==> src/rtl/uart_tx_fifo_param_pkg.sv <==
// Shared constants, state encoding and helpers for the UART transmit path.
package uart_pkg;
   localparam int PAR_NONE = 0;
   localparam int PAR_EVEN = 1;
   localparam int PAR_ODD  = 2;

   typedef enum logic [2:0] {
      ST_IDLE,
      ST_START,
      ST_DATA,
      ST_PARITY,
      ST_STOP
   } uart_state_e;

   // Rounded divide, so 50 MHz / 9600 gives 5208.
   function automatic int clks_per_bit(input int clk_hz, input int baud);
      return (clk_hz + baud / 2) / baud;
   endfunction
endpackage

==> src/rtl/uart_tx_fifo_param_if.sv <==
// Bus-side write port of the UART transmitter: data, strobe and FIFO status.
interface uart_tx_fifo_param_if #(
   parameter int DATA_BITS  = 8,
   parameter int FIFO_DEPTH = 16
);
   logic [DATA_BITS-1:0]        din;
   logic                        enable;
   logic                        ready;
   logic                        overflow;
   logic [$clog2(FIFO_DEPTH):0] level;

   modport master (output din, output enable, input ready, input overflow, input level);
   modport slave  (input din, input enable, output ready, output overflow, output level);
endinterface

==> src/rtl/uart_tx_fifo_param_sync_fifo.sv <==
// Single-clock FIFO with registered full/empty/count; the head word is readable
// combinationally and is consumed by pop.
module sync_fifo #(
   parameter int WIDTH = 8,
   parameter int DEPTH = 16
) (
   input  logic                       clk,
   input  logic                       rst_n,
   input  logic                       push,
   input  logic                       pop,
   input  logic [WIDTH-1:0]           wr_data,
   output logic [WIDTH-1:0]           rd_data,
   output logic                       full,
   output logic                       empty,
   output logic [$clog2(DEPTH):0]     count
);
   localparam int AW = $clog2(DEPTH);
   localparam int CW = AW + 1;

   logic [WIDTH-1:0] mem_q [DEPTH];
   logic [AW-1:0]    wr_ptr_q, wr_ptr_d;
   logic [AW-1:0]    rd_ptr_q, rd_ptr_d;
   logic [CW-1:0]    count_q, count_d;
   logic             full_q, full_d;
   logic             empty_q, empty_d;
   logic             push_ok, pop_ok;

   // A push while full is dropped even if a pop happens in the same cycle.
   always_comb begin
      push_ok  = push && !full_q;
      pop_ok   = pop && !empty_q;
      wr_ptr_d = wr_ptr_q + AW'(push_ok);
      rd_ptr_d = rd_ptr_q + AW'(pop_ok);
      count_d  = count_q + CW'(push_ok) - CW'(pop_ok);
      full_d   = (count_d == CW'(DEPTH));
      empty_d  = (count_d == '0);
   end

   always_ff @(posedge clk or negedge rst_n) begin
      if (!rst_n) begin
         wr_ptr_q <= '0;
         rd_ptr_q <= '0;
         count_q  <= '0;
         full_q   <= 1'b0;
         empty_q  <= 1'b1;
      end else begin
         wr_ptr_q <= wr_ptr_d;
         rd_ptr_q <= rd_ptr_d;
         count_q  <= count_d;
         full_q   <= full_d;
         empty_q  <= empty_d;
      end
   end

   always_ff @(posedge clk) begin
      if (push_ok) mem_q[wr_ptr_q] <= wr_data;
   end

   assign rd_data = mem_q[rd_ptr_q];
   assign full    = full_q;
   assign empty   = empty_q;
   assign count   = count_q;
endmodule

==> src/rtl/uart_tx_fifo_param.sv <==
// Buffered UART transmitter: FIFO in front of a frame serialiser with
// configurable data width, parity and stop bits.
//
// state     | meaning
// ----------|-----------------------------------------------------------
// ST_IDLE   | line idle high, waiting for the FIFO to hold a word
// ST_START  | driving the start bit (0)
// ST_DATA   | shifting data bits out LSB first
// ST_PARITY | driving the precomputed parity bit
// ST_STOP   | driving STOP_BITS stop bits; may chain straight into START
module uart_tx_fifo_param
   import uart_pkg::*;
#(
   parameter int CLKS_PER_BIT = 5208,
   parameter int DATA_BITS    = 8,
   parameter int PARITY       = PAR_NONE,
   parameter int STOP_BITS    = 1,
   parameter int FIFO_DEPTH   = 16
) (
   input  logic                 clk_in,
   input  logic                 reset,
   uart_tx_fifo_param_if.slave  bus,
   output logic                 busy,
   output logic                 done,
   output logic                 tx
);
   localparam int BW = $clog2(CLKS_PER_BIT);
   localparam int IW = $clog2(DATA_BITS) + 1;
   localparam logic [BW-1:0] BAUD_TC   = BW'(CLKS_PER_BIT - 1);
   localparam logic [IW-1:0] LAST_DATA = IW'(DATA_BITS - 1);
   localparam logic [IW-1:0] LAST_STOP = IW'(STOP_BITS - 1);
   localparam logic          PAR_INV   = (PARITY == PAR_ODD);
   localparam bit            HAS_PAR   = (PARITY != PAR_NONE);

   uart_state_e            state_q, state_d;
   logic [BW-1:0]          baud_q, baud_d;
   logic [IW-1:0]          bit_q, bit_d;
   logic [DATA_BITS-1:0]   shift_q, shift_d;
   logic                   par_q, par_d;
   logic                   tx_q, tx_d;
   logic                   done_q, done_d;
   logic                   busy_q, busy_d;
   logic                   overflow_q, overflow_d;

   logic                   baud_tc;
   logic                   load;
   logic                   pop;
   logic [DATA_BITS-1:0]   head;
   logic                   fifo_full;
   logic                   fifo_empty;

   sync_fifo #(
      .WIDTH (DATA_BITS),
      .DEPTH (FIFO_DEPTH)
   ) u_fifo (
      .clk     (clk_in),
      .rst_n   (reset),
      .push    (bus.enable),
      .pop     (pop),
      .wr_data (bus.din),
      .rd_data (head),
      .full    (fifo_full),
      .empty   (fifo_empty),
      .count   (bus.level)
   );

   assign baud_tc = (baud_q == BAUD_TC);

   always_comb begin
      state_d    = state_q;
      baud_d     = (state_q == ST_IDLE || baud_tc) ? '0 : baud_q + BW'(1);
      bit_d      = bit_q;
      shift_d    = shift_q;
      par_d      = par_q;
      done_d     = 1'b0;
      load       = 1'b0;
      pop        = 1'b0;

      case (state_q)
         ST_IDLE: load = !fifo_empty;
         ST_START: begin
            if (baud_tc) begin
               state_d = ST_DATA;
               bit_d   = '0;
            end
         end
         ST_DATA: begin
            if (baud_tc) begin
               shift_d = shift_q >> 1;
               if (bit_q == LAST_DATA) begin
                  state_d = HAS_PAR ? ST_PARITY : ST_STOP;
                  bit_d   = '0;
               end else begin
                  bit_d = bit_q + IW'(1);
               end
            end
         end
         ST_PARITY: begin
            if (baud_tc) begin
               state_d = ST_STOP;
               bit_d   = '0;
            end
         end
         ST_STOP: begin
            if (baud_tc) begin
               bit_d = bit_q + IW'(1);
               if (bit_q == LAST_STOP) begin
                  done_d  = 1'b1;
                  bit_d   = '0;
                  state_d = ST_IDLE;
                  load    = !fifo_empty;
               end
            end
         end
         default: state_d = ST_IDLE;
      endcase

      // Parity is fixed at load time so the shifter can discard bits freely.
      if (load) begin
         pop     = 1'b1;
         shift_d = head;
         par_d   = (^head) ^ PAR_INV;
         state_d = ST_START;
         bit_d   = '0;
         baud_d  = '0;
      end

      case (state_q)
         ST_START:  tx_d = 1'b0;
         ST_DATA:   tx_d = shift_q[0];
         ST_PARITY: tx_d = par_q;
         default:   tx_d = 1'b1;
      endcase

      busy_d     = !fifo_empty || (state_q != ST_IDLE);
      overflow_d = bus.enable && fifo_full;
   end

   always_ff @(posedge clk_in or negedge reset) begin
      if (!reset) begin
         state_q    <= ST_IDLE;
         baud_q     <= '0;
         bit_q      <= '0;
         shift_q    <= '0;
         par_q      <= 1'b0;
         tx_q       <= 1'b1;
         done_q     <= 1'b0;
         busy_q     <= 1'b0;
         overflow_q <= 1'b0;
      end else begin
         state_q    <= state_d;
         baud_q     <= baud_d;
         bit_q      <= bit_d;
         shift_q    <= shift_d;
         par_q      <= par_d;
         tx_q       <= tx_d;
         done_q     <= done_d;
         busy_q     <= busy_d;
         overflow_q <= overflow_d;
      end
   end

   assign bus.ready    = !fifo_full;
   assign bus.overflow = overflow_q;
   assign busy         = busy_q;
   assign done         = done_q;
   assign tx           = tx_q;
endmodule

==> src/flat_wrapper.sv <==
// flat-port wrapper written by rule: the top's interface ports become plain ports
module uart_tx_fifo_param_flat import uart_pkg::*;
#(
   parameter int CLKS_PER_BIT = 5208,
   parameter int DATA_BITS    = 8,
   parameter int PARITY       = PAR_NONE,
   parameter int STOP_BITS    = 1,
   parameter int FIFO_DEPTH   = 16
)
  (clk_in, reset, busy, done, tx, bus_din, bus_enable, bus_ready, bus_overflow, bus_level);
  uart_tx_fifo_param_if #(.DATA_BITS(DATA_BITS), .FIFO_DEPTH(FIFO_DEPTH)) bus_i ();
  input  logic clk_in;
  input  logic reset;
  output logic busy;
  output logic done;
  output logic tx;
  input wire logic [$bits(bus_i.din)-1:0] bus_din;
  input wire logic [$bits(bus_i.enable)-1:0] bus_enable;
  output wire logic [$bits(bus_i.ready)-1:0] bus_ready;
  output wire logic [$bits(bus_i.overflow)-1:0] bus_overflow;
  output wire logic [$bits(bus_i.level)-1:0] bus_level;
  assign bus_i.din = bus_din;
  assign bus_i.enable = bus_enable;
  assign bus_ready = bus_i.ready;
  assign bus_overflow = bus_i.overflow;
  assign bus_level = bus_i.level;
  uart_tx_fifo_param #(.CLKS_PER_BIT(CLKS_PER_BIT), .DATA_BITS(DATA_BITS), .PARITY(PARITY), .STOP_BITS(STOP_BITS), .FIFO_DEPTH(FIFO_DEPTH)) u_core (.clk_in(clk_in), .reset(reset), .bus(bus_i), .busy(busy), .done(done), .tx(tx));
endmodule
==> config.mk <==
export PLATFORM = sky130hd
export DESIGN_NAME = uart_tx_fifo_param_flat
export DESIGN_NICKNAME = d
export VERILOG_FILES = /design/src/rtl/uart_tx_fifo_param_pkg.sv /design/src/rtl/uart_tx_fifo_param_if.sv /design/src/rtl/uart_tx_fifo_param_sync_fifo.sv /design/src/rtl/uart_tx_fifo_param.sv /design/src/flat_wrapper.sv
export SDC_FILE = /design/constraint.sdc
export NUM_CORES = 1
export LEC_CHECK = 0
export BUFFER_PORTS_ARGS = -buffer_cell sky130_fd_sc_hd__buf_2
export CAP_MARGIN = 30
export CORE_ASPECT_RATIO = 1.5
export CORE_MARGIN = 2
export CORE_UTILIZATION = 66
export CTS_CLUSTER_SIZE = 28
export DETAILED_ROUTE_END_ITERATION = 16
export PLACE_DENSITY = 0.84
export SYNTH_ARGS = -nofsm -noshare
export SYNTH_HDL_FRONTEND = slang
export SYNTH_SLANG_ARGS = --single-unit
==> constraint.sdc <==
create_clock -name clk_in -period 9.57 [get_ports clk_in]
set_input_delay 1.4355 -clock clk_in [delete_from_list [all_inputs] [get_ports clk_in]]
set_output_delay 1.4355 -clock clk_in [all_outputs]
set_load 0.005 [all_outputs]
Word-level counts from Yosys, hierarchy flattened:

Memories as Yosys holds them, arrays and structs flattened.
Index checks and enable logic that the tools add are counted.

* bits in registers: 48
* bits in writable memories: 128
* bits of input ports: 11
* output and inout port bits: 10
* logic and storage cells: 85
* memories: 1

* add/sub/neg operators: 6
* eq/ne operators: 15
* mux-type cells: 30
* reduce and logical (&&, ||, !) cells: 19

Memories
* u_core.u_fifo.mem_q: words 16, width 8, read ports 1, clocked after Yosys merged registers in 0, wr ports 1, line uart_tx_fifo_param_sync_fifo.sv:20 `logic [WIDTH-1:0] mem_q [DEPTH];`

Operators by type and width (number)
* 2-to-1 mux 13 bit: 2
* 2-to-1 mux 4 bit: 6
* 2-to-1 mux 8 bit: 3
* 2-to-1 mux 3 bit: 7
* inequality test 3 x 1 -> 1 bit (second input constant): 7
* case mux 3 bit (5 select lines): 1
* adder 13 x 1 -> 13 bit (second input constant): 1
* equality test 13 bit (second input constant): 1
* case mux 4 bit (3 select lines): 1
* adder 4 x 1 -> 4 bit: 2
* 2-to-1 mux 1 bit: 8
* parity 8 bit: 1
* AND reduction 7 bit: 1
* equality test 3 x 2 -> 1 bit (second input constant): 2
* adder 5 x 1 -> 5 bit: 1
* equality test 5 bit (second input constant): 1
* logical NOT 5 bit: 1
* subtractor 5 x 1 -> 5 bit: 1
* adder 4 x 1 -> 4 bit (second input constant): 1
* equality test 4 x 3 -> 1 bit (second input constant): 1
* logical NOT 4 bit: 1
* AND reduction 4 bit: 1
* nonzero test 2 bit: 2
* nonzero test 4 bit: 1
* other kinds (12): 16

Longest topological paths before layout:

Gate-level depths: netlist of run 1.

* word-level depth: 8
* gate-level depth with buffers: 14
* mapped depth without buffers: 14

Hierarchy:

Synthesis of run 1 repeated with hierarchy kept, for this count alone.

* cell total of the unflattened synthesis: 458
* area, all modules: 7443.4 um^2

By module, submodules not included
* sync_fifo: instances 1, cells each 276, area an instance 5654.2 um^2, seq. area each 4220.3 um^2
* uart_tx_fifo_param: instances 1, cells each 182, area an instance 1789.2 um^2, seq. area each 827.0 um^2

Least setup slack after synthesis of run 1:

Ideal clock, no wire load.

* kind: flip-flop to flip-flop
* from: register u_core.baud_q[9]
* to: register u_core.u_fifo.full_q, in the netlist u_core.u_fifo.full
* setup time: 73 ps
* arrival time: 3137 ps
* required time: 9497 ps
* slack: 6360 ps
* cell stages (with the launch flop): 12
* path buffers: 1
* period minus slack after synthesis: 3210 ps
* cell sequence: dfrtp_1 -> or4b_1 -> nor3_2 -> nand3_1 -> a21boi_1 -> buf_4 -> nand2_1 -> nand2_1 -> ha_1 -> fa_1 -> or4_1 -> nor2b_1

* cells in the longest elaborated chain, start to end: 7

RTL lines
* from (decl): line uart_tx_fifo_param.sv:36 `logic [BW-1:0] baud_q, baud_d;`
* from (signal assigned): line uart_tx_fifo_param.sv:152 `baud_q <= baud_d;`
* equality test 13 bit: line uart_tx_fifo_param.sv:67 `assign baud_tc = (baud_q == BAUD_TC);`
* 2-to-1 mux 1 bit: line uart_tx_fifo_param.sv:105 `if (baud_tc) begin`
* case mux 1 bit (2 select lines): line uart_tx_fifo_param.sv:79 `case (state_q)`
* 2-to-1 mux 1 bit: line uart_tx_fifo_param.sv:119 `if (load) begin`
* logical AND 1 bit: line uart_tx_fifo_param_sync_fifo.sv:31 `pop_ok = pop && !empty_q;`
* subtractor 5 x 1 -> 5 bit: line uart_tx_fifo_param_sync_fifo.sv:34 `count_d = count_q + CW'(push_ok) - CW'(pop_ok);`
* named net u_core.u_fifo.count_d[1]: line uart_tx_fifo_param_sync_fifo.sv:23 `logic [CW-1:0] count_q, count_d;`
* equality test 5 bit: line uart_tx_fifo_param_sync_fifo.sv:35 `full_d = (count_d == CW'(DEPTH));`
* named net u_core.u_fifo.full_d: line uart_tx_fifo_param_sync_fifo.sv:24 `logic full_q, full_d;`
* to (signal assigned): line uart_tx_fifo_param_sync_fifo.sv:50 `full_q <= full_d;`
* to (decl): line uart_tx_fifo_param_sync_fifo.sv:24

The timed path passes the listed nets, and every way through them passes these cells.
A chain may end at the register's enable or synchronous reset.

Final worst setup path of run 1:

Ends and elaborated chain as after synthesis.

==> flow_metrics.tcl, run 1 <==
set metrics [dict create \
    cts-root-buf "clkbuf_16" \
    core_region_area_um2 10880 \
    grt_pass1_wl_mm 21.86 \
    p_leak_nw 2.993 \
    yosysUniqueCellTypes 50 \
    path_clk_slew_ns 0.07 \
    cpPeakStageDelay_ns 0.72 \
    routedWlPerCell_um 21.68 \
    grt_antenna_before_repair 0 \
    post_cts_buffers 0 \
    setup.worst_path.end_class "register" \
    status "finished clean" \
    drt_iter0_markers 332 \
    power_w 0.001902 \
    crit_path_max_fanout 12 \
    worst-setup-path-type "register to register" \
    worst_pin_slew_ns 0.9354 \
    ys_seq_area_share_pct 69.41 \
    syn_to_final_growth_pct 11.89 \
    crit_top_cell "nand2_1" \
    wl_mm 13.79 \
    cts_hold_buf 0 \
    drv_slew 0 \
    fin_crit_sh_pct 42.25 \
    crit_chain "or4b_1, nor3_2, nand3_1, a21boi_1, nand2_1, nand2_1, ha_1, fa_1, or4_1, nor2b_1" \
    synth_edf_count 128 \
    grt_pass1_vias 4064 \
    synth_ff_type "edfxtp_1" \
    io_buffers 20 \
    cap_violations 0 \
    postSynthCellCount 444 \
    cp_num_buf_inv 0 \
    hpwl_mm 8.846 \
    avgSynthCellArea_um2 16.38 \
    grt_max_degree 37 \
    drtPass1Iterations 5 \
    cts_tree "done" \
    max_freq_mhz 247.3 \
    hold_class "register to register" \
    crit_slowest_cell "a21boi_1" \
    start_util_pct 66.84 \
    start_kind "register" \
    viasPerCell 6.212 \
    ys_ff_latch 176 \
    ir_drop_mv 0.1698 \
    max_slew_margin_pct 37.41 \
    crit_family "simple AND/OR/NAND/NOR gates" \
    synth_commonest_cells "edfxtp_1 (128), dfrtp_1 (46), nand2_1 (41)" \
    cts_buffers 17 \
    clock_skew_ns 0.009149 \
    worstSkewPairLatency_ns 0.44 \
    synth_top_area_share_pct 52.86 \
    final_area_um2 8137 \
    postCtsResizedCells 0 \
    final-hold-violation-count 0 \
    synth_area_um2 7272 \
    final_util_pct 74.79 \
    setup_tns_ns 0 \
    cellPowerDensity_nw_per_um2 233.8 \
    grt_overflow 0 \
    fin_crit_ns 4.043 \
    synth_area_leader_cell "edfxtp_1" \
    numClockSinks 176 \
    setup_viol 0 \
    die_y_um 132.6 \
    clk_path_buf_depth 2 \
    final_antenna_net_count 0 \
    gp_congestion 0.7698 \
    crit_required_ns 9.93 \
    ys_warn_count 0 \
    num_antenna_cells 0 \
    fin_nets 498 \
    rsz0062_at_grt "false" \
    rows 47 \
    drive_above_1_share_pct 18.81 \
    yosysMostFrequentCell "edfxtp_1" \
    vias 3951 \
    htree_levels 4 \
    critPathArrivalTime_ns 4.41 \
    die_area_um2 11890 \
    dpl-instance-area_um2 7527 \
    synthTopCellsByArea "edfxtp_1 (53%), dfrtp_1 (16%), mux4_2 (6.8%)" \
    die_w_um 89.71 \
    drc 0 \
    grt.total_usage_pct 24.83 \
    ios 21 \
    synth_fp_nets 466 \
    async_flop_share_pct 27.27 \
]
## layout make-up
type | count | area [um2]
Clock buffer | 17 | 425.4
Clock inverter | 15 | 183.9
Fill cell | 603 | 2743
Inverter | 11 | 41.29
Multi-Input combinational cell | 242 | 2068
Sequential cell | 176 | 5049
Tap cell | 147 | 183.9
Timing Repair Buffer | 28 | 185.2
## per-stage QoR
| stage | instances | hold slack (ns) | setup slack, ns |
|---|---|---|---|
| after floorplan | 444 | 0.4276 | 6.360 |
| after global placement | 602 | 0.4604 | 5.699 |
| after detailed placement | 604 | 0.4702 | 5.534 |
| after CTS | 636 | 0.4862 | 5.518 |
| after global routing | 636 | 0.4977 | 5.236 |
| final | 636 | 0.4769 | 5.527 |
## worst reg2reg max path, delay by kind of cell, from the launching register on
kind,cells,cell delay (ns)
fa+ha+maj,2,0.64
simple gates,7,2.21
compound gates,1,0.72
flops,1,0.42
## metal layers
| metal | track usage (%) | vias to the layer above | share of wire [%] |
|---|---|---|---|
| met5 | 0 | - | 0 |
| met4 | 11.62 | 0 | 3.1 |
| met3 | 5.923 | 33 | 5.0 |
| met2 | 44.02 | 174 | 55 |
| met1 | 28.64 | 1986 | 36 |
| li1 | - | 1758 | - |
## state kept, by name, indices dropped and copies added (netlist names), 3 cells and up
signal / flops
u_core.baud_q: 13
u_core.bit_q: 4
u_core.shift_q: 8
u_core.state_q: 3
u_core.u_fifo.count: 5
u_core.u_fifo.mem_q: 128
u_core.u_fifo.rd_ptr_q: 4
u_core.u_fifo.wr_ptr_q: 4
## worst paths after layout
path	startpoint	end	slack [ns]	cells after the start
min reg2reg	u_core.u_fifo.empty	u_core.busy	0.48	1
max reg2reg	u_core.baud_q[9]	u_core.u_fifo.full	5.53	10
min in group asynchronous	reset	u_core.u_fifo.wr_ptr_q[1]	0.90	1
min	u_core.u_fifo.empty	u_core.busy	0.48	1
max	u_core.baud_q[9]	u_core.u_fifo.full	5.53	10
max in group asynchronous	reset	u_core.tx	8.11	2
## layout by cell type, fill, tap and decap left out, drive strengths merged, types with 6 or more instances in the layout
cell type / n
edfxtp: 128
xor2: 8
nand3: 8
clkbuf: 17
nor2: 40
mux4: 32
o21ai: 9
nand2b: 6
a22oi: 20
nand2: 41
ha: 10
nor3: 8
buf: 28
inv: 22
dfrtp: 46
xnor2: 19
## report_power, final
group / switching, W / total (W) / internal, W
Sequential: 0.0000428 / 0.000953 / 0.000910
Clock: 0.000324 / 0.000702 / 0.000379
Combinational: 0.000149 / 0.000247 / 0.0000980
Total: 0.000515 / 0.00190 / 0.00139
## cell families (layout without fill, tap and decap cells)
logic type / Yosys count / after routing / share of synthesized area [%]
AOI/OAI and AO/OA: 44 / 44 / 4.112
xor gates and xnor gates: 27 / 27 / 3.252
adders and majority gates: 11 / 11 / 1.996
buffers and inverters: 26 / 71 / 2.151
DFF: 176 / 176 / 69.41
muxes: 35 / 35 / 10.86
and+or+nand+nor: 125 / 125 / 8.225
No activity file was read; power rests on OpenSTA's default activity.
==> run 2: changes to the inputs <==
--- a/config.mk
+++ b/config.mk
@@ -5,14 +5,15 @@
 export SDC_FILE = /design/constraint.sdc
 export NUM_CORES = 1
 export LEC_CHECK = 0
+export ABC_AREA = 1
 export BUFFER_PORTS_ARGS = -buffer_cell sky130_fd_sc_hd__buf_2
 export CAP_MARGIN = 30
 export CORE_ASPECT_RATIO = 1.5
 export CORE_MARGIN = 2
-export CORE_UTILIZATION = 66
+export CORE_UTILIZATION = 56
 export CTS_CLUSTER_SIZE = 28
 export DETAILED_ROUTE_END_ITERATION = 16
-export PLACE_DENSITY = 0.84
+export PLACE_DENSITY = 0.76
 export SYNTH_ARGS = -nofsm -noshare
 export SYNTH_HDL_FRONTEND = slang
 export SYNTH_SLANG_ARGS = --single-unit
==> constraint.sdc (replaced) <==
create_clock -name clk_in -period 3.3 [get_ports clk_in]
set_input_delay 0.495 -clock clk_in [delete_from_list [all_inputs] [get_ports clk_in]]
set_output_delay 0.495 -clock clk_in [all_outputs]
set_load 0.005 [all_outputs]
==> run 2 against run 1 <==
  * Register-to-register slack worse by 5.3 ns
  * Worst hold slack worse by 0.21 ns
  * Utilization is 12 points lower
  * Worst setup slack got worse by 5.3 ns
  * Die area increased by 25%
==> flow_metrics.tcl, run 2 <==
set metrics [dict create \
    wl_mm 15.88 \
    p_comb_share_pct 13.5 \
    synthSimpleGateAreaFrac_pct 21.79 \
    cpPeakStageDelay_ns 0.57 \
    grt_pass1_vias 5406 \
    crit_chain "ha_1, nand2_1, nor3_1, nand2_1, o21ai_1, nand2_1, inv_2, nand2_1, nand2_1, ha_1, fa_1, or4_1, nor2_1" \
    async_flop_share_pct 27.27 \
    drtPass1Iterations 5 \
    hpwl_mm 10.49 \
    grtUsageMet2_pct 41.01 \
    synth_top_area_share_pct 49.44 \
    swShare_pct 26.74 \
    post_cts_buffers 0 \
    synth_compound_gate_area_share_pct 4.393 \
    rsz0062_at_grt "false" \
    path_clk_slew_ns 0.07 \
    p_switching_w 0.001432 \
    critPathArrivalTime_ns 3.39 \
    max_slew_margin_pct 47.94 \
    htree_levels 4 \
    viasPerCell 5.540 \
    synth_mux_area_share_pct 0 \
    start_kind "register" \
    reg_top3 "u_core.u_fifo.mem_q: 128 flops, u_core.baud_q: 13 flops, u_core.shift_q: 8 flops" \
    routedWlPerCell_um 16.67 \
    grt_antenna_before_repair 0 \
    setup_viol 0 \
    crit_slowest_cell "or4_1" \
    fin_nets 800 \
    num_antenna_cells 0 \
    met1_usage_pct 26.30 \
    synthTopCellsByArea "edfxtp_1 (49%), dfrtp_1 (15%), nand2_1 (11%)" \
    ys_seq_area_share_pct 64.92 \
    synthAdderAreaFrac_pct 1.867 \
    avgSynthCellArea_um2 10.27 \
    ir_drop_mv 0.4378 \
    final-hold-violation-count 0 \
    synth_edf_count 128 \
    drc 0 \
    setup.worst_path.end_class "register" \
    start_util_pct 57.45 \
    synth_ff_type "edfxtp_1" \
    grt.total_usage_pct 23.09 \
    die_area_um2 14860 \
    fin_crit_ns 3.035 \
    p_int_w 0.003922 \
    layout_commonest_cell "nand2_1" \
    die_w_um 100.2 \
    fin_crit_sh_pct 91.97 \
    crit_top_cell "nand2_1" \
    drt_iter0_markers 395 \
    synth_fp_nets 779 \
    grt_max_degree 74 \
    regMostFlops "u_core.u_fifo.mem_q" \
    cts-root-buf "clkbuf_16" \
    ys_warn_count 0 \
    numClockSinks 176 \
    drv_slew 0 \
    vias 5280 \
    synth_area_um2 7775 \
    crit_family "simple AND/OR/NAND/NOR gates" \
    yosysUniqueCellTypes 43 \
    synth_commonest_cells "nand2_1 (220), edfxtp_1 (128), nor2_1 (106)" \
    die_y_um 148.3 \
    power_w 0.005354 \
    ios 21 \
    setup_tns_ns 0 \
    grt_pass1_wl_mm 25.91 \
    worstSkewPairLatency_ns 0.42 \
    postSynthCellCount 757 \
    cts_tree "done" \
    ys_ff_latch 176 \
    cellPowerDensity_nw_per_um2 627.7 \
    grt_overflow 0 \
    top_usage_layer "met2" \
    gp_congestion 0.8730 \
    drive_above_1_share_pct 10.37 \
    syn_to_final_growth_pct 9.704 \
    rows 52 \
    synthXorXnorAreaFrac_pct 1.561 \
    worst_pin_slew_ns 0.7780 \
    p_clk_share_pct 35.4 \
    clk_path_buf_depth 2 \
    globalRouteMet3Util_pct 3.947 \
    largest_register_ff_count 128 \
    synth_top_family_by_area "simple AND/OR/NAND/NOR gates" \
    final_antenna_net_count 0 \
    crit_path_max_fanout 4 \
    cp_num_buf_inv 1 \
    core_region_area_um2 13530 \
    layout_common_cells "nand2_1 (220), edfxtp_1 (128), nor2_1 (106)" \
    hold_class "input port to register" \
    cap_violations 0 \
    worst-setup-path-type "register to register" \
    clock_skew_ns 0.009326 \
    max_freq_mhz 329.5 \
    io_buffers 20 \
    yosysMostFrequentCell "nand2_1" \
    synth_area_leader_cell "edfxtp_1" \
    crit_required_ns 3.66 \
    seq_power_share_pct 51.1 \
    status "finished clean" \
    cts_buffers 17 \
    p_leak_nw 3.543 \
]
run 2: worst register-to-register path, stage by stage (launching register included):
cell and delay [ns]:
dfrtp_1 0.38, ha_1 0.18, nand2_1 0.08, nor3_1 0.26, nand2_1 0.18, o21ai_1 0.15
nand2_1 0.10, inv_2 0.07, nand2_1 0.11, nand2_1 0.09, ha_1 0.20, fa_1 0.46
or4_1 0.57, nor2_1 0.14
run 2: metal layers:
layer / vias up / share of wire [%]
li1: 2537 / -
met1: 2547 / 38
met2: 161 / 54
met3: 35 / 4.5
met4: 0 / 3.5
met5: - / 0
run 2: path summary, 6_finish.rpt:
| path | startpoint | endpoint | slack (ns) | cells past startpoint |
|---|---|---|---|---|
| min in group asynchronous | reset | u_core.baud_q[0] | 0.49 | 2 |
| max in group asynchronous | reset | u_core.u_fifo.empty | 2.27 | 3 |
| worst min-delay path | bus_enable | u_core.bus.overflow | 0.27 | 3 |
| worst max-delay path | u_core.baud_q[0] | u_core.u_fifo.empty | 0.26 | 13 |
| worst max register to register | u_core.baud_q[0] | u_core.u_fifo.empty | 0.26 | 13 |
| worst min register to register | u_core.u_fifo.full | u_core.bus.overflow | 0.47 | 2 |
run 2: timing repair:
item	in CTS	in global routing
endpoints found under the hold margin	10	0
hold buffers	1	0
endpoints found under the setup margin	0	1
gates resized for setup	0	1
run 2: power by group through the flow:
| stage | clock (W) | sequential (W) | combinational (W) |
|---|---|---|---|
| 3_3_place_gp | 0 | 0.00277 | 0.000666 |
| 2_1_floorplan | 0 | 0.00276 | 0.000457 |
| 6_report | 0.00190 | 0.00274 | 0.000721 |
| 4_1_cts | 0.00191 | 0.00274 | 0.000722 |
| 3_5_place_dp | 0 | 0.00278 | 0.000718 |
| 5_1_grt | 0.00200 | 0.00276 | 0.000806 |
run 2: logic make-up (layout without fill, tap and decap cells):
family,Yosys count,in the layout
xor+xnor,13,13
compound gates,60,60
buf+inv,90,124
fa+ha+maj,11,11
simple gates,407,407
flops,176,176
run 2: through the flow:
| stage | area (um2) | hold WS, ns | utilization, % | instances | worst slack (ns) |
|---|---|---|---|---|---|
| 2_1_floorplan | 7775 | 0.1994 | - | 757 | 0.3725 |
| 3_3_place_gp | 7935 | 0.4449 | 58.64 | 919 | 0.4637 |
| 3_5_place_dp | 7955 | 0.4018 | 58.78 | 920 | 0.2705 |
| 4_1_cts | 8524 | 0.2707 | 62.99 | 953 | 0.2624 |
| 5_1_grt | 8529 | 0.2726 | 63.03 | 953 | 0.02431 |
| 6_report | 8529 | 0.2717 | 63.03 | 953 | 0.2648 |
run 2: area by class of cell:
type / count / area (um2)
fill: 1028 / 5004
clock buffer: 18 / 429.2
inverter: 66 / 251.5
timing repair buffer: 26 / 160.2
multi-input combinational: 491 / 2307
clock inverter: 14 / 130.1
sequential: 176 / 5049
tap: 162 / 202.7
==> run 3: changes to the inputs <==
==> constraint.sdc (replaced) <==
create_clock -name clk_in -period 2.5 [get_ports clk_in]
set_input_delay 0.375 -clock clk_in [delete_from_list [all_inputs] [get_ports clk_in]]
set_output_delay 0.375 -clock clk_in [all_outputs]
set_load 0.005 [all_outputs]
==> run 3 against run 2 <==
  * Worst hold slack lost 0.11 ns
  * Critical path depth did not move
  * Largest cell class unchanged
  * Clock power rose by 35%
  * Worst setup slack worse by 0.46 ns
  * Combinational power is 55% higher
  * Via count increased by 4.3%
  * Utilization is 3.9 points higher
  * Cell area grew 6.1%
  * Non-clock buffer count rose by 49
  * Sequential power increased by 32%
  * The flow now finishes with violations (negative setup slack)
  * Largest power group unchanged
  * Final cell count up 5.1%
  * Register-to-register slack got worse by 0.46 ns
==> flow_metrics.tcl, run 3 (synthesis gave the netlist of run 2 again) <==
set metrics [dict create \
    cts-root-buf "clkbuf_16" \
    cp_num_buf_inv 0 \
    rows 52 \
    setup_ws_ns -0.1961 \
    max_freq_mhz 370.9 \
    r2r_slack_ns -0.20 \
    crit_chain "ha_4, nand2_4, nor3_4, nand2_2, o21ai_2, nand2_2, nand2_2, nand2_2, ha_4, fa_2, xor2_2, or4_4, nor2_2" \
    crit_top_cell "nand2_2" \
    crit_required_ns 2.87 \
    setup_viol 3 \
    ios 21 \
    hpwl_mm 11.11 \
    numClockSinks 176 \
    worstSkewPairLatency_ns 0.43 \
    ir_drop_mv 0.5817 \
    clk_path_buf_depth 2 \
    wl_mm 16.52 \
    worst_pin_slew_ns 0.6879 \
    io_buffers 20 \
    r2r-end "u_core.u_fifo.empty" \
    worstHoldStart "bus_enable" \
    whs_path_depth 3 \
    critPathArrivalTime_ns 3.07 \
    cts_buffers 17 \
    die_area_um2 14860 \
    status "complete, but fails checks" \
    regMostFlops "u_core.u_fifo.mem_q" \
    final_antenna_net_count 0 \
    routedWlPerCell_um 16.49 \
    grt_overflow 0 \
    htree_levels 4 \
    layout_commonest_cell "nand2_1" \
    largest_register_ff_count 128 \
    viasPerCell 5.494 \
    failed_checks "negative setup slack" \
    crit_path_max_fanout 3 \
    drc 0 \
    drtPass1Iterations 5 \
    rr_worst_depth 13 \
    die_w_um 100.2 \
    drv_slew 0 \
    core_region_area_um2 13530 \
    setup_tns_ns -0.4095 \
    holdWs_ns 0.1613 \
    drive_above_1_share_pct 18.93 \
    cts_tree "done" \
    hold_class "input port to register" \
    layout_common_cells "nand2_1 (212), edfxtp_1 (128), nor2_1 (104)" \
    gp_congestion 0.9043 \
    rsz0062_at_grt "true" \
    grt_max_degree 58 \
    drt_iter0_markers 456 \
    max_slew_margin_pct 53.97 \
    hold_end "u_core.bus.overflow" \
    cellPowerDensity_nw_per_um2 807.2 \
    fin_crit_sh_pct 107.8 \
    crit_slowest_cell "or4_4" \
    clock_skew_ns 0.009203 \
    start_kind "register" \
    cp.depth 13 \
    fin_crit_ns 2.696 \
    r2r_start "u_core.baud_q[0]" \
    p_leak_nw 3.841 \
    path_clk_slew_ns 0.07 \
    final_area_um2 9052 \
    setup.worst_path.end_class "register" \
    cpPeakStageDelay_ns 0.49 \
    final-hold-violation-count 0 \
    dpl-instance-area_um2 8308 \
    grt_pass1_vias 5627 \
    grt.total_usage_pct 23.71 \
    cap_violations 0 \
    vias 5505 \
    die_y_um 148.3 \
    fin_nets 849 \
    grt_pass1_wl_mm 26.58 \
    num_antenna_cells 0 \
    worst-setup-path-type "register to register" \
    start_util_pct 57.45 \
    reg_top3 "u_core.u_fifo.mem_q: 128 flops, u_core.baud_q: 13 flops, u_core.shift_q: 8 flops" \
    grt_antenna_before_repair 0 \
    crit_family "simple AND/OR/NAND/NOR gates" \
    syn_to_final_growth_pct 16.43 \
]
run 3: worst reg2reg max path, cell delays in order, from the launching register on:
cell	delay (ns)
dfrtp_1	0.39
ha_4	0.16
nand2_4	0.06
nor3_4	0.19
nand2_2	0.11
o21ai_2	0.15
nand2_2	0.11
nand2_2	0.08
nand2_2	0.06
ha_4	0.17
fa_2	0.39
xor2_2	0.16
or4_4	0.50
nor2_2	0.11
run 3: layer usage:
metal	global-route usage (%)	share of wire (%)	up-vias
met2	42.45	54	187
li1	-	-	2636
met4	12.33	4.5	0
met1	26.44	37	2634
met5	0	0	-
met3	4.511	4.4	48
run 3: area by class of cell:
type / instances / area [um2]
flip-flops and latches: 176 / 5049
repair buffers: 75 / 528.0
multi-input cells: 491 / 2429
clock inverters: 15 / 165.2
inverters: 66 / 254.0
clock buffers: 17 / 425.4
fillers: 1013 / 4481
well taps: 162 / 202.7
run 3: worst max path at each step:
| stage | start | to |
|---|---|---|
| after global placement | u_core.baud_q[0] | u_core.u_fifo.empty |
| after CTS | u_core.baud_q[0] | u_core.u_fifo.full |
| after floorplan | u_core.bit_q[0] | u_core.u_fifo.empty |
| final | u_core.baud_q[0] | u_core.u_fifo.empty |
| after detailed placement | u_core.baud_q[1] | u_core.u_fifo.empty |
| after global routing | u_core.baud_q[9] | u_core.u_fifo.empty |
run 3: through the flow:
stage / power (W) / setup WS [ns] / utilization [%] / instances
4_1_cts: 0.007269 / -0.1534 / 66.67 / 1000
3_5_place_dp: 0.004668 / -0.2887 / 61.39 / 962
3_3_place_gp: 0.004593 / -0.2121 / 61.39 / 962
5_1_grt: 0.007576 / -0.2956 / 66.89 / 1002
6_report: 0.007307 / -0.1961 / 66.89 / 1002
2_1_floorplan: 0.004276 / -0.2539 / - / 757
run 3: where the power goes:
part / leakage [nW] / switching (W) / internal [W] / total (W)
logic: 1.81 / 0.000718 / 0.000405 / 0.00112
clock network: 0.280 / 0.00122 / 0.00134 / 0.00256
registers: 1.75 / 0.000137 / 0.00349 / 0.00362
total: 3.84 / 0.00207 / 0.00523 / 0.00731
run 3: repair_timing:
action | 4_1_cts | 5_1_grt
hold endpoints to repair | 6 | 0
hold buffers | 1 | 0
pin swaps | 7 | 1
setup endpoints to repair | 2 | 3
setup buffers | 5 | 2
resized for setup | 17 | 6
